## config.mk

```make
export PLATFORM = sky130hd
export DESIGN_NAME = voice_env_mixer
export DESIGN_NICKNAME = d
export VERILOG_FILES = /design/src/rtl/simplepiano_pkg.sv /design/src/rtl/env_gen.sv /design/src/rtl/voice_env_mixer.sv
export SDC_FILE = /design/constraint.sdc
export NUM_CORES = 1
export LEC_CHECK = 0
export ABC_AREA = 1
export BUFFER_PORTS_ARGS = -buffer_cell sky130_fd_sc_hd__buf_2
export CAP_MARGIN = 20
export CORE_ASPECT_RATIO = 1.4
export CORE_MARGIN = 5
export CORE_UTILIZATION = 55
export CTS_BUF_LIST = sky130_fd_sc_hd__clkbuf_4 sky130_fd_sc_hd__clkbuf_8
export DETAILED_ROUTE_END_ITERATION = 6
export PLACE_DENSITY = 0.69
export SKIP_CTS_REPAIR_TIMING = 1
export SLEW_MARGIN = 10
export SYNTH_ARGS = -nofsm -noshare
export SYNTH_HDL_FRONTEND = slang
export SYNTH_SLANG_ARGS = --single-unit
```

## constraint.sdc

```tcl
create_clock -name clk -period 4.2 [get_ports clk]
set_clock_uncertainty 0.2 [all_clocks]
set_input_delay 0.84 -clock clk [delete_from_list [all_inputs] [get_ports clk]]
set_output_delay 0.84 -clock clk [all_outputs]
set_load 0.01 [all_outputs]
```

## src/rtl/simplepiano_pkg.sv

```systemverilog
// Shared types and default sizing for the piano voice/envelope datapath.
package simplepiano_pkg;

    localparam int unsigned VOICES_DEF = 4;
    localparam int unsigned ENV_W_DEF  = 6;

    typedef enum logic [1:0] {
        IDLE,
        ATTACK,
        SUSTAIN,
        RELEASE
    } env_state_t;

endpackage

```

## src/rtl/env_gen.sv

```systemverilog
// One voice's linear attack/release envelope: a four-state FSM plus a saturating
// amplitude register stepped by the shared prescaler ticks.
module env_gen
    import simplepiano_pkg::*;
#(
    parameter int unsigned ENV_W = ENV_W_DEF
) (
    input  logic             clk,
    input  logic             rst_n,
    input  logic             gate_i,
    input  logic             atk_tick_i,
    input  logic             rel_tick_i,
    output logic [ENV_W-1:0] env_o,
    output logic             active_o
);

    localparam logic [ENV_W-1:0] ENV_MAX = '1;
    localparam logic [ENV_W-1:0] ENV_ONE = ENV_W'(1);

    env_state_t       state_q, state_d;
    logic [ENV_W-1:0] env_q, env_d;
    logic             active_q;

    always_ff @(posedge clk or negedge rst_n) begin
        if (!rst_n) begin
            state_q  <= IDLE;
            env_q    <= '0;
            active_q <= 1'b0;
        end else begin
            state_q  <= state_d;
            env_q    <= env_d;
            active_q <= (env_d != '0);
        end
    end

    // Gate edges are tested before ticks so a state change always wins and holds env.
    always_comb begin
        state_d = state_q;
        env_d   = env_q;
        case (state_q)
            IDLE: begin
                if (gate_i) state_d = ATTACK;
            end
            ATTACK: begin
                if (!gate_i) begin
                    state_d = RELEASE;
                end else if (env_q == ENV_MAX) begin
                    state_d = SUSTAIN;
                end else if (atk_tick_i) begin
                    env_d = env_q + ENV_ONE;
                    if (env_q == ENV_MAX - ENV_ONE) state_d = SUSTAIN;
                end
            end
            SUSTAIN: begin
                if (!gate_i) state_d = RELEASE;
            end
            RELEASE: begin
                if (gate_i) begin
                    state_d = ATTACK;
                end else if (env_q == '0) begin
                    state_d = IDLE;
                end else if (rel_tick_i) begin
                    env_d = env_q - ENV_ONE;
                    if (env_q == ENV_ONE) state_d = IDLE;
                end
            end
            default: begin
                state_d = IDLE;
                env_d   = '0;
            end
        endcase
    end

    assign env_o    = env_q;
    assign active_o = active_q;

endmodule

```

## src/rtl/voice_env_mixer.sv

```systemverilog
// Per-voice envelopes, voice mix and PWM audio output for the piano tone generators.
// Prescaler, mixer and PWM counter share one time base so frames align with ticks.
module voice_env_mixer
    import simplepiano_pkg::*;
#(
    parameter  int unsigned VOICES      = VOICES_DEF,
    parameter  int unsigned ENV_W       = ENV_W_DEF,
    parameter  int unsigned ATTACK_DIV  = 256,
    parameter  int unsigned RELEASE_DIV = 1024,
    localparam int unsigned SUM_W       = ENV_W + $clog2(VOICES)
) (
    input  logic              clk,
    input  logic              rst_n,
    input  logic              ena,
    input  logic [VOICES-1:0] note,
    input  logic [VOICES-1:0] gate,
    output logic              pwm_out,
    output logic [VOICES-1:0] active,
    output logic [SUM_W-1:0]  level,
    output logic              frame_start
);

    localparam int unsigned       PRE_W    = $clog2(RELEASE_DIV);
    localparam int unsigned       ATK_W    = $clog2(ATTACK_DIV);
    localparam logic [PRE_W-1:0]  PRE_ONE  = PRE_W'(1);
    localparam logic [SUM_W-1:0]  PWM_ONE  = SUM_W'(1);
    localparam logic [SUM_W-1:0]  PWM_LAST = '1;

    logic [VOICES-1:0] note_q, gate_q;
    logic [PRE_W-1:0]  pre_q;
    logic              atk_tick, rel_tick;
    logic [ENV_W-1:0]  env [VOICES];
    logic [VOICES-1:0] active_w;
    logic [SUM_W-1:0]  sum_d, sum_q;
    logic [SUM_W-1:0]  pwm_cnt_q, level_q;
    logic              pwm_q, frame_start_q;

    always_ff @(posedge clk or negedge rst_n) begin
        if (!rst_n) begin
            note_q <= '0;
            gate_q <= '0;
            pre_q  <= '0;
        end else begin
            note_q <= note;
            gate_q <= gate;
            pre_q  <= pre_q + PRE_ONE;
        end
    end

    assign rel_tick = &pre_q;
    assign atk_tick = &pre_q[ATK_W-1:0];

    for (genvar i = 0; i < VOICES; i++) begin : g_voice
        env_gen #(
            .ENV_W (ENV_W)
        ) u_env (
            .clk        (clk),
            .rst_n      (rst_n),
            .gate_i     (gate_q[i]),
            .atk_tick_i (atk_tick),
            .rel_tick_i (rel_tick),
            .env_o      (env[i]),
            .active_o   (active_w[i])
        );
    end

    always_comb begin
        sum_d = '0;
        for (int unsigned i = 0; i < VOICES; i++) begin
            if (note_q[i]) sum_d = sum_d + SUM_W'(env[i]);
        end
    end

    // level only reloads on the last count, so duty never changes mid-frame.
    always_ff @(posedge clk or negedge rst_n) begin
        if (!rst_n) begin
            sum_q         <= '0;
            pwm_cnt_q     <= '0;
            level_q       <= '0;
            frame_start_q <= 1'b0;
            pwm_q         <= 1'b0;
        end else begin
            sum_q         <= sum_d;
            pwm_cnt_q     <= pwm_cnt_q + PWM_ONE;
            frame_start_q <= (pwm_cnt_q == '0);
            pwm_q         <= ena & (pwm_cnt_q < level_q);
            if (pwm_cnt_q == PWM_LAST) level_q <= sum_q;
        end
    end

    assign pwm_out     = pwm_q;
    assign active      = active_w;
    assign level       = level_q;
    assign frame_start = frame_start_q;

endmodule

```

; ---- Yosys cells after proc, flatten, opt, wreduce, memory -nomap -nowiden
; Index checks and enable logic that the tools add are counted.
[word_totals]
out_inout_bits = 14
elab_cells = 179
input_bits = 11
regBits = 80
[classes]
n_mux = 76
n_lt_le_gt_ge = 1
n_reduce_logical = 19
eq_ne = 49
bitwise_logic = 1
addsub = 13
[op_table]
columns = cell, count
row1 = $mux 6, 25
row2 = $mux 2, 40
row3 = $eq 6x6->1 const B, 8
row4 = $pmux 6 s2, 4
row5 = $ne 4x2->1 const B, 9
row6 = $pmux 2 s4, 4
row7 = $ne 4x3->1 const B, 7
row8 = $add 6x1->6 const B, 4
row9 = $add 8x6->8, 3
row10 = $eq 6x1->1 const B, 4
row11 = $logic_not 6->1, 4
row12 = $mux 8, 3
row13 = $reduce_and 6->1, 4
row14 = $reduce_bool 6->1, 4
row15 = $sub 6x1->6 const B, 4
row16 = $eq 2x2->1 const B, 8
row17 = $ne 2x2->1 const B, 8
row18 = $add 10x1->10 const B, 1
row19 = $reduce_and 10->1, 1
row20 = $add 8x1->8 const B, 1
row21 = $eq 2x1->1 const B, 4
row22 = $eq 8x8->1 const B, 1
row23 = $logic_not 2->1, 4
row24 = $logic_not 8->1, 1
row25 = 3 further kinds, 3

; ---- Longest topological paths before layout
; Gate-level depths: netlist (run 1).
[logic_depth]
ltp_word = 7
ltp_mapped = 30
depth_no_buf = 29

; ---- Cells and area by module
; Synthesis (run 1) repeated with hierarchy kept, for this count alone.
[unflattened]
cells_unflattened = 983
area_unflattened_um2 = 6889.1
[by_module_without_submodules]
columns = module, area_per_inst_um2, instances, cells_per_inst, seq_area_each_um2
row1 = env_gen, 1002.2, 4, 163, 225.2
row2 = voice_env_mixer, 2880.3, 1, 331, 1101.1

; ---- Worst setup path before layout (run 1)
; Ideal clock, no wire load.
[synth_path]
kind = reg2reg
startpoint = reg note_q[0]
endpoint = reg sum_q[7]
arrival_time_ns = 3.382
synth_period_minus_slack_ns = 3.703
setup_time_ns = 0.121
path_buffers = 1
stages_incl_launch_ff = 25
required_ns = 3.879
setup_slack_ns = 0.497
cell_sequence = dfrtp_1 buf_2 nand2_1 inv_1 ha_1 inv_1 fa_1 inv_1 nand3_1 nand3_1 nand3_1 nand3_1 nand2_1 ha_1 a21oi_1 a21boi_0 xor2_1 nand2_1 and2_1 ha_1 nand2_1 nand2_1 nand2_1 o211ai_1 nand2_1
[synth_between]
elab_chain_cells = 7
[synth_lines]
columns = item, line
row1 = "start, declared", voice_env_mixer.sv:29  ; logic [VOICES-1:0] note_q, gate_q;
row2 = "start signal, assigned", voice_env_mixer.sv:44  ; note_q <= note;
row3 = $mux 6 *, voice_env_mixer.sv:70  ; if (note_q[i]) sum_d = sum_d + SUM_W'(env[i]);
row4 = $add 8x6->8, voice_env_mixer.sv:70
row5 = $mux 8 *, voice_env_mixer.sv:70
row6 = $add 8x6->8, voice_env_mixer.sv:70
row7 = $mux 8 *, voice_env_mixer.sv:70
row8 = $add 8x6->8, voice_env_mixer.sv:70
row9 = $mux 8 *, voice_env_mixer.sv:70
row10 = via sum_d[7], voice_env_mixer.sv:34  ; logic [SUM_W-1:0] sum_d, sum_q;
row11 = "end signal, assigned", voice_env_mixer.sv:83  ; sum_q <= sum_d;
row12 = "end, declared", voice_env_mixer.sv:34
; The timed path passes the listed nets; every way through them passes the cells marked *.
; A chain may end at the register's enable or synchronous reset.

; ---- Worst setup path in the final report (run 1)
; Ends and elaborated chain as after synthesis.

==> implementation parameters, run 1 <==
Parameter                              Value

Placement
  Cell Area, Placed    6540 µm²
  Final HPWL DP    11,500 µm
  Final estimated routing congestion in global placement    0.918
  Number of port buffers    24

Pwr
  Total power per unit cell area    364 nW/µm²
  Part of the power in combinational logic    37.6%
  Sequential power share    38.3%
  Net switching fraction of the power    41.0%
  Part of the power in the clock network    24.1%
  Internal power contribution    1.48 mW
  IR Drop Worst-Case VDD    229 µV
  Pwr Total    2.50 mW
  P_leak    3.70 nW
  Power dissipated by switching net loads    1.02 mW

Finish
  Fraction of final layout cells sized beyond drive strength 1    8.31%
  Commonest non-fill, non-tap cells in the layout    nand2_1 (219), inv_1 (114), nand3_1 (111)
  Number of filler cells placed in the layout    1,054
  Design Area, Final    6870 µm²
  Commonest non-fill, non-tap cell in the layout    nand2_1
  Synth-to-layout area growth    7.69%
  Multi-input combinational cell area    3840 µm²
  Antenna diode count    0
  FF+latch area    2000 µm²
  Post-layout net count    992

STA
  Ratio of final minimum period to clock period    93.1%
  Number of slew-limit violations in the final report    0
  Number of hold violations in the final report    0
  Worst-Margin Slew    0.623 ns
  Top achievable clock speed    0.256 GHz
  Relative slew slack    58.3%
  Post-route minimum period    3.91 ns
  Setup-failing EPs final    0

Detailed routing
  Post-detailed-routing wire length    15,100 µm
  DR WL/cell    14.2 µm
  Residual DRC    0
  Vias post-DR    5,852
  Starting DRC count in detailed routing    329
  Pre-Repair DR Iteration Count    6
  Final antenna-violating net count    0
  Via count normalized by instance count    5.53

Clocking
  Number of clock sinks    80
  Buffers from clock root to sink, at most    2
  Clock latency on the worst-skew pair    0.37 ns
  CTS clk-pin slew, worst paths    0.08 ns
  Buffer type at the clock tree root    clkbuf_8
  Level count of the clock H-tree    3
  Number of buffers created by CTS    9
  CTS tree    done

Floorplan
  Total Die Area    13,900 µm²
  Initial Utilization    56.2%
  Row Count    46
  Number of placed I/O pins    25
  Area inside the core boundary    11,300 µm²
  Die extent in x    101 µm
  Die Height    137 µm

Synthesis
  Number of distinct library cells after synthesis    43
  Mean instance size in the synthesized netlist    7.14 µm²
  Combined area of all synthesized cells    6370 µm²
  Warnings, synthesis    0
  Number of flops mapped to enable cells by yosys    0
  Gate count after technology mapping    893
  Post-synth top flop    dfrtp_1
  Synthesized flop and latch total    80
  Fraction of the yosys area taken by sequential cells    31.4%
  Async S/R FF share, synth    100%
  Syn Nets    975

GRT
  All-layer global routing usage    22.6%
  Total congestion overflow after global routing    0
  Global-route wire length before repair    25,200 µm
  Number of global-route vias before repair    5,620
  Initial antenna violation count    0
  Pin count of the biggest net entering global routing    81

Setup path
  Worst EP required    4.26 ns
  Setup crit end kind    register
  Worst setup path class    register to register
  Cells on worst reg2reg path    27
  Crit Reg-Reg Startpoint    note_q[0]$_DFF_PN0_
  Top fanout value on the critical path    7
  R2R setup slack    0.29 ns
  Reg2reg end    sum_q[7]$_DFF_PN0_
  Data arrival time of the critical path    3.97 ns
  Startpoint type of the worst setup path    register

Flow run
  Max_cap viols    0

Outcome
  Outcome    finished, final reports clean

Min path
  Hold Crit Class    input pin to asynchronous set/reset pin
-- per-layer routing --
layer	part of all wire [%]	vias up	wire length, µm	global-route usage, %
li1	-	2933	-	-
met1	40	2704	5990	25.4
met2	53	168	7920	41.1
met3	3.9	47	582	2.94
met4	3.7	0	561	12.0
met5	0	-	0	0
-- per-stage QoR --
step,utilization [%],hold WS [ns],TNS [ns],worst slack [ns],std cells
3_3_place_gp,57.7,0.243,0,0.246,1036
3_5_place_dp,57.7,0.253,0,0.0751,1036
4_1_cts,59.5,0.265,0,0.0450,1052
5_1_grt,60.5,0.147,-0.0303,-0.0303,1059
2_1_floorplan,-,0.223,0,0.497,893
6_report,60.5,0.135,0,0.289,1059
-- state kept, by name, indices dropped and copies added, names as in the netlist --
name                    cells
g_voice.u_env.env_o        24
pre_q                      10
g_voice.u_env.state_q       8
level                       8
pwm_cnt_q                   8
sum_q                       8
g_voice.u_env.active_o      4
gate_q                      4
note_q                      4
frame_start                 1
pwm_out                     1
-- power groups by stage --
stage	Sequential [mW]	Combinational, mW	Clock, mW
3_5_place_dp	0.971	0.906	0
5_1_grt	0.971	1.07	0.644
4_1_cts	0.956	0.911	0.619
2_1_floorplan	0.916	0.750	0
3_3_place_gp	0.966	0.880	0
6_report	0.958	0.940	0.603
-- cells in the mapped netlist (10+ instances only) --
master | n | share of area [%]
o21ai_0 | 32 | 2.5
nand3_1 | 111 | 8.7
dfrtp_1 | 80 | 31
a21oi_1 | 40 | 3.1
ha_1 | 68 | 13
inv_1 | 114 | 6.7
nand2_1 | 222 | 13
clkbuf_1 | 10 | 0.59
nor2_1 | 90 | 5.3
xor2_1 | 19 | 2.6
nand4_1 | 19 | 1.9
o21ai_1 | 10 | 0.79
-- worst max-delay path by stage --
stage	start	cells after the start	to	slack, ns
2_1_floorplan	note_q[0]$_DFF_PN0_	24	sum_q[7]$_DFF_PN0_	0.50
3_3_place_gp	note_q[0]$_DFF_PN0_	25	sum_q[7]$_DFF_PN0_	0.25
3_5_place_dp	note_q[0]$_DFF_PN0_	27	sum_q[7]$_DFF_PN0_	0.08
4_1_cts	note_q[0]$_DFF_PN0_	27	sum_q[7]$_DFF_PN0_	0.05
5_1_grt	note_q[0]$_DFF_PN0_	29	sum_q[7]$_DFF_PN0_	-0.03
6_report	note_q[0]$_DFF_PN0_	27	sum_q[7]$_DFF_PN0_	0.29
-- final cells by class --
type | instances | share of cell area, %
clock inverter | 6 | 0.984
sequential | 80 | 29.2
clock buffer | 10 | 2.00
timing repair buffer | 31 | 2.84
multi-input combinational | 670 | 55.9
inverter | 118 | 6.47
tap | 144 | 2.62
-- worst max-delay path, cell delays in order (launching register included) --
cell and delay (ns):
dfrtp_2 0.46, nand2_2 0.11, inv_1 0.06, ha_1 0.29, nand2_1 0.07, inv_1 0.04
o21ai_1 0.11, nand2_1 0.07, xor2_1 0.13, nand2_1 0.07, nand2_2 0.08, inv_1 0.06
ha_1 0.30, a21oi_2 0.16, nand2_1 0.08, xnor2_1 0.17, nand2_1 0.07, and2_4 0.17
ha_4 0.27, nand2_1 0.06, inv_1 0.06, nand4_1 0.07, o211ai_1 0.16, nand2_1 0.08
nand2_1 0.06, nand2_1 0.06, o211ai_1 0.17, nand2_1 0.08
-- cell families (layout without fill, tap and decap cells) --
kind of cell	after synthesis	count (layout)	share of synthesized area (%)
muxes	2	2	0.334
and+or+nand+nor	462	462	31.4
xor gates and xnor gates	28	28	3.85
buffers and inverters	143	165	9.09
DFF	80	80	31.4
adders and majority gates	71	71	14.3
AOI/OAI and AO/OA	107	107	9.68
(Power assumes the default switching activity.)
==> inputs of run 2 (changes only) <==
--- a/config.mk
+++ b/config.mk
@@ -8,12 +8,14 @@
 export ABC_AREA = 1
 export BUFFER_PORTS_ARGS = -buffer_cell sky130_fd_sc_hd__buf_2
 export CAP_MARGIN = 20
+export CELL_PAD_IN_SITES_DETAIL_PLACEMENT = 1
+export CELL_PAD_IN_SITES_GLOBAL_PLACEMENT = 1
 export CORE_ASPECT_RATIO = 1.4
 export CORE_MARGIN = 5
-export CORE_UTILIZATION = 55
+export CORE_UTILIZATION = 45
 export CTS_BUF_LIST = sky130_fd_sc_hd__clkbuf_4 sky130_fd_sc_hd__clkbuf_8
 export DETAILED_ROUTE_END_ITERATION = 6
-export PLACE_DENSITY = 0.69
+export PLACE_DENSITY = 0.76
 export SKIP_CTS_REPAIR_TIMING = 1
 export SLEW_MARGIN = 10
 export SYNTH_ARGS = -nofsm -noshare
==> run 2 against run 1 <==
Against the previous run: count of clock-buffer cells in the layout did not move; critical path depth decreased by 2; flip-flop and latch count unchanged; cell count up 4.3%; register-to-register slack worse by 0.06 ns; clock power is 9.3% higher; combinational power up 6.3%; fmax is 1.5% lower; via count rose by 2.7%; non-clock buffer count grew 5; critical path type unchanged; largest power group is now combinational logic; highest routed layer unchanged.
==> implementation parameters, run 2 (synthesized netlist as in run 1, its figures left out) <==
Parameter                              Value

Setup path
  Critical path's top delay family    adder cells
  Crit-path max cell delay    0.42 ns
  R2R setup slack    0.23 ns
  Worst EP required    4.29 ns
  Worst setup path class    register to register
  Slowest-stage cell, CP    dfrtp_1
  Buffer and inverter count on the worst path    5
  Top fanout value on the critical path    5
  Startpoint type of the worst setup path    register
  Data arrival time of the critical path    4.06 ns
  Reg2reg end    sum_q[7]$_DFF_PN0_
  Crit Reg-Reg Startpoint    g_voice[0].u_env.env_o[0]$_DFF_PN0_
  Setup crit end kind    register
  Critical Path Most Common Cell    nand2_1
  Cells on worst reg2reg path    25

Detailed routing
  Final antenna-violating net count    0
  Vias post-DR    6,010
  Starting DRC count in detailed routing    202
  Pre-Repair DR Iteration Count    5
  Post-detailed-routing wire length    17,800 µm
  Residual DRC    0
  Via count normalized by instance count    5.44
  DR WL/cell    16.1 µm

Pwr
  Sequential power share    36.5%
  Part of the power in the clock network    25.2%
  Power dissipated by switching net loads    1.07 mW
  IR Drop Worst-Case VDD    197 µV
  Net switching fraction of the power    41.1%
  Internal power contribution    1.54 mW
  Part of the power in combinational logic    38.3%
  P_leak    3.71 nW
  Total power per unit cell area    375 nW/µm²

Placement
  Final HPWL DP    14,000 µm
  Final estimated routing congestion in global placement    0.919
  Cell Area, Placed    6620 µm²
  Number of port buffers    24
  Setup Slack @ Placement    0.0295 ns

Floorplan
  Area inside the core boundary    13,900 µm²
  Row Count    51
  Initial Utilization    45.8%
  Die Height    151 µm
  Die extent in x    111 µm
  Number of placed I/O pins    25
  Total Die Area    16,700 µm²

Clocking
  Number of buffers created by CTS    9
  Level count of the clock H-tree    3
  Buffers from clock root to sink, at most    2
  Clock latency on the worst-skew pair    0.39 ns
  Buffer type at the clock tree root    clkbuf_8
  CTS clk-pin slew, worst paths    0.08 ns
  Number of clock sinks    80
  CTS tree    done

Finish
  Number of flip-flops under the largest register name    24
  Antenna diode count    0
  Commonest non-fill, non-tap cell in the layout    nand2_1
  Synth-to-layout area growth    9.22%
  Design Area, Final    6960 µm²
  Commonest non-fill, non-tap cells in the layout    nand2_1 (220), inv_1 (113), nand3_1 (111)
  Post-layout net count    997
  Layout Utilization    50.1%
  Fraction of final layout cells sized beyond drive strength 1    8.91%

GRT
  Global routing met2 resource utilization    44.3%
  Pin count of the biggest net entering global routing    68
  Total congestion overflow after global routing    0
  GR met3 Demand/Resource    4.00%
  Initial antenna violation count    0
  Grt peak-use layer    met2
  Number of global-route vias before repair    6,460
  Global-route wire length before repair    30,200 µm
  M1 GR Usage    22.3%
  All-layer global routing usage    22.2%

STA
  Final hold slack    0.260 ns
  Number of slew-limit violations in the final report    0
  Worst-Margin Slew    0.872 ns
  Top achievable clock speed    0.252 GHz
  Setup-failing EPs final    0
  Post-route minimum period    3.97 ns
  Ratio of final minimum period to clock period    94.5%
  Relative slew slack    41.9%
  Number of hold violations in the final report    0
  Final worst setup slack    0.230 ns

Flow run
  Max_cap viols    0

Min path
  Origin of the worst min-delay path    pre_q[0]$_DFF_PN0_
  Hold Crit Class    register to register
  Number of stages on the worst hold path    1
  End of the worst hold path    pre_q[0]$_DFF_PN0_

Outcome
  Outcome    finished, final reports clean
==> run 2: power groups by stage <==
| stage | registers [mW] | clock network (mW) | logic (mW) |
|---|---|---|---|
| after floorplan | 0.916 | 0 | 0.750 |
| after global placement | 0.963 | 0 | 0.911 |
| after detailed placement | 0.972 | 0 | 0.966 |
| after CTS | 0.957 | 0.685 | 0.975 |
| after global routing | 0.970 | 0.712 | 1.13 |
| final | 0.954 | 0.659 | 0.999 |
==> run 2: cell type report <==
cell class | instances | area [µm²]
Fill cell | 1876 | 6950
Multi-Input combinational cell | 670 | 3850
Sequential cell | 80 | 2000
Inverter | 118 | 444
Tap cell | 185 | 231
Timing Repair Buffer | 36 | 213
Clock buffer | 10 | 131
Clock inverter | 6 | 92.6
==> run 2: metrics by stage <==
step,power [mW],std cells,setup TNS [ns]
finish,2.61,1105,0
global route,2.81,1105,-0.149
CTS,2.62,1097,0
detailed placement,1.94,1081,0
global placement,1.87,1081,0
floorplan,1.67,893,0
==> run 2: worst max path at each step <==
stage | start | end | slack [ns] | cells after the start
after global placement | note_q[0]$_DFF_PN0_ | sum_q[7]$_DFF_PN0_ | 0.22 | 23
final | g_voice[0].u_env.env_o[0]$_DFF_PN0_ | sum_q[7]$_DFF_PN0_ | 0.23 | 25
after detailed placement | note_q[0]$_DFF_PN0_ | sum_q[7]$_DFF_PN0_ | 0.03 | 23
after CTS | note_q[0]$_DFF_PN0_ | sum_q[7]$_DFF_PN0_ | 0.01 | 23
after floorplan | note_q[0]$_DFF_PN0_ | sum_q[7]$_DFF_PN0_ | 0.50 | 24
after global routing | g_voice[0].u_env.env_o[0]$_DFF_PN0_ | sum_q[6]$_DFF_PN0_ | -0.08 | 26
==> run 2: routing by layer <==
metal / up-vias / share of wire, %
met5: - / 0
met4: 0 / 3.5
met3: 55 / 3.2
met2: 116 / 55
met1: 2909 / 39
li1: 2930 / -
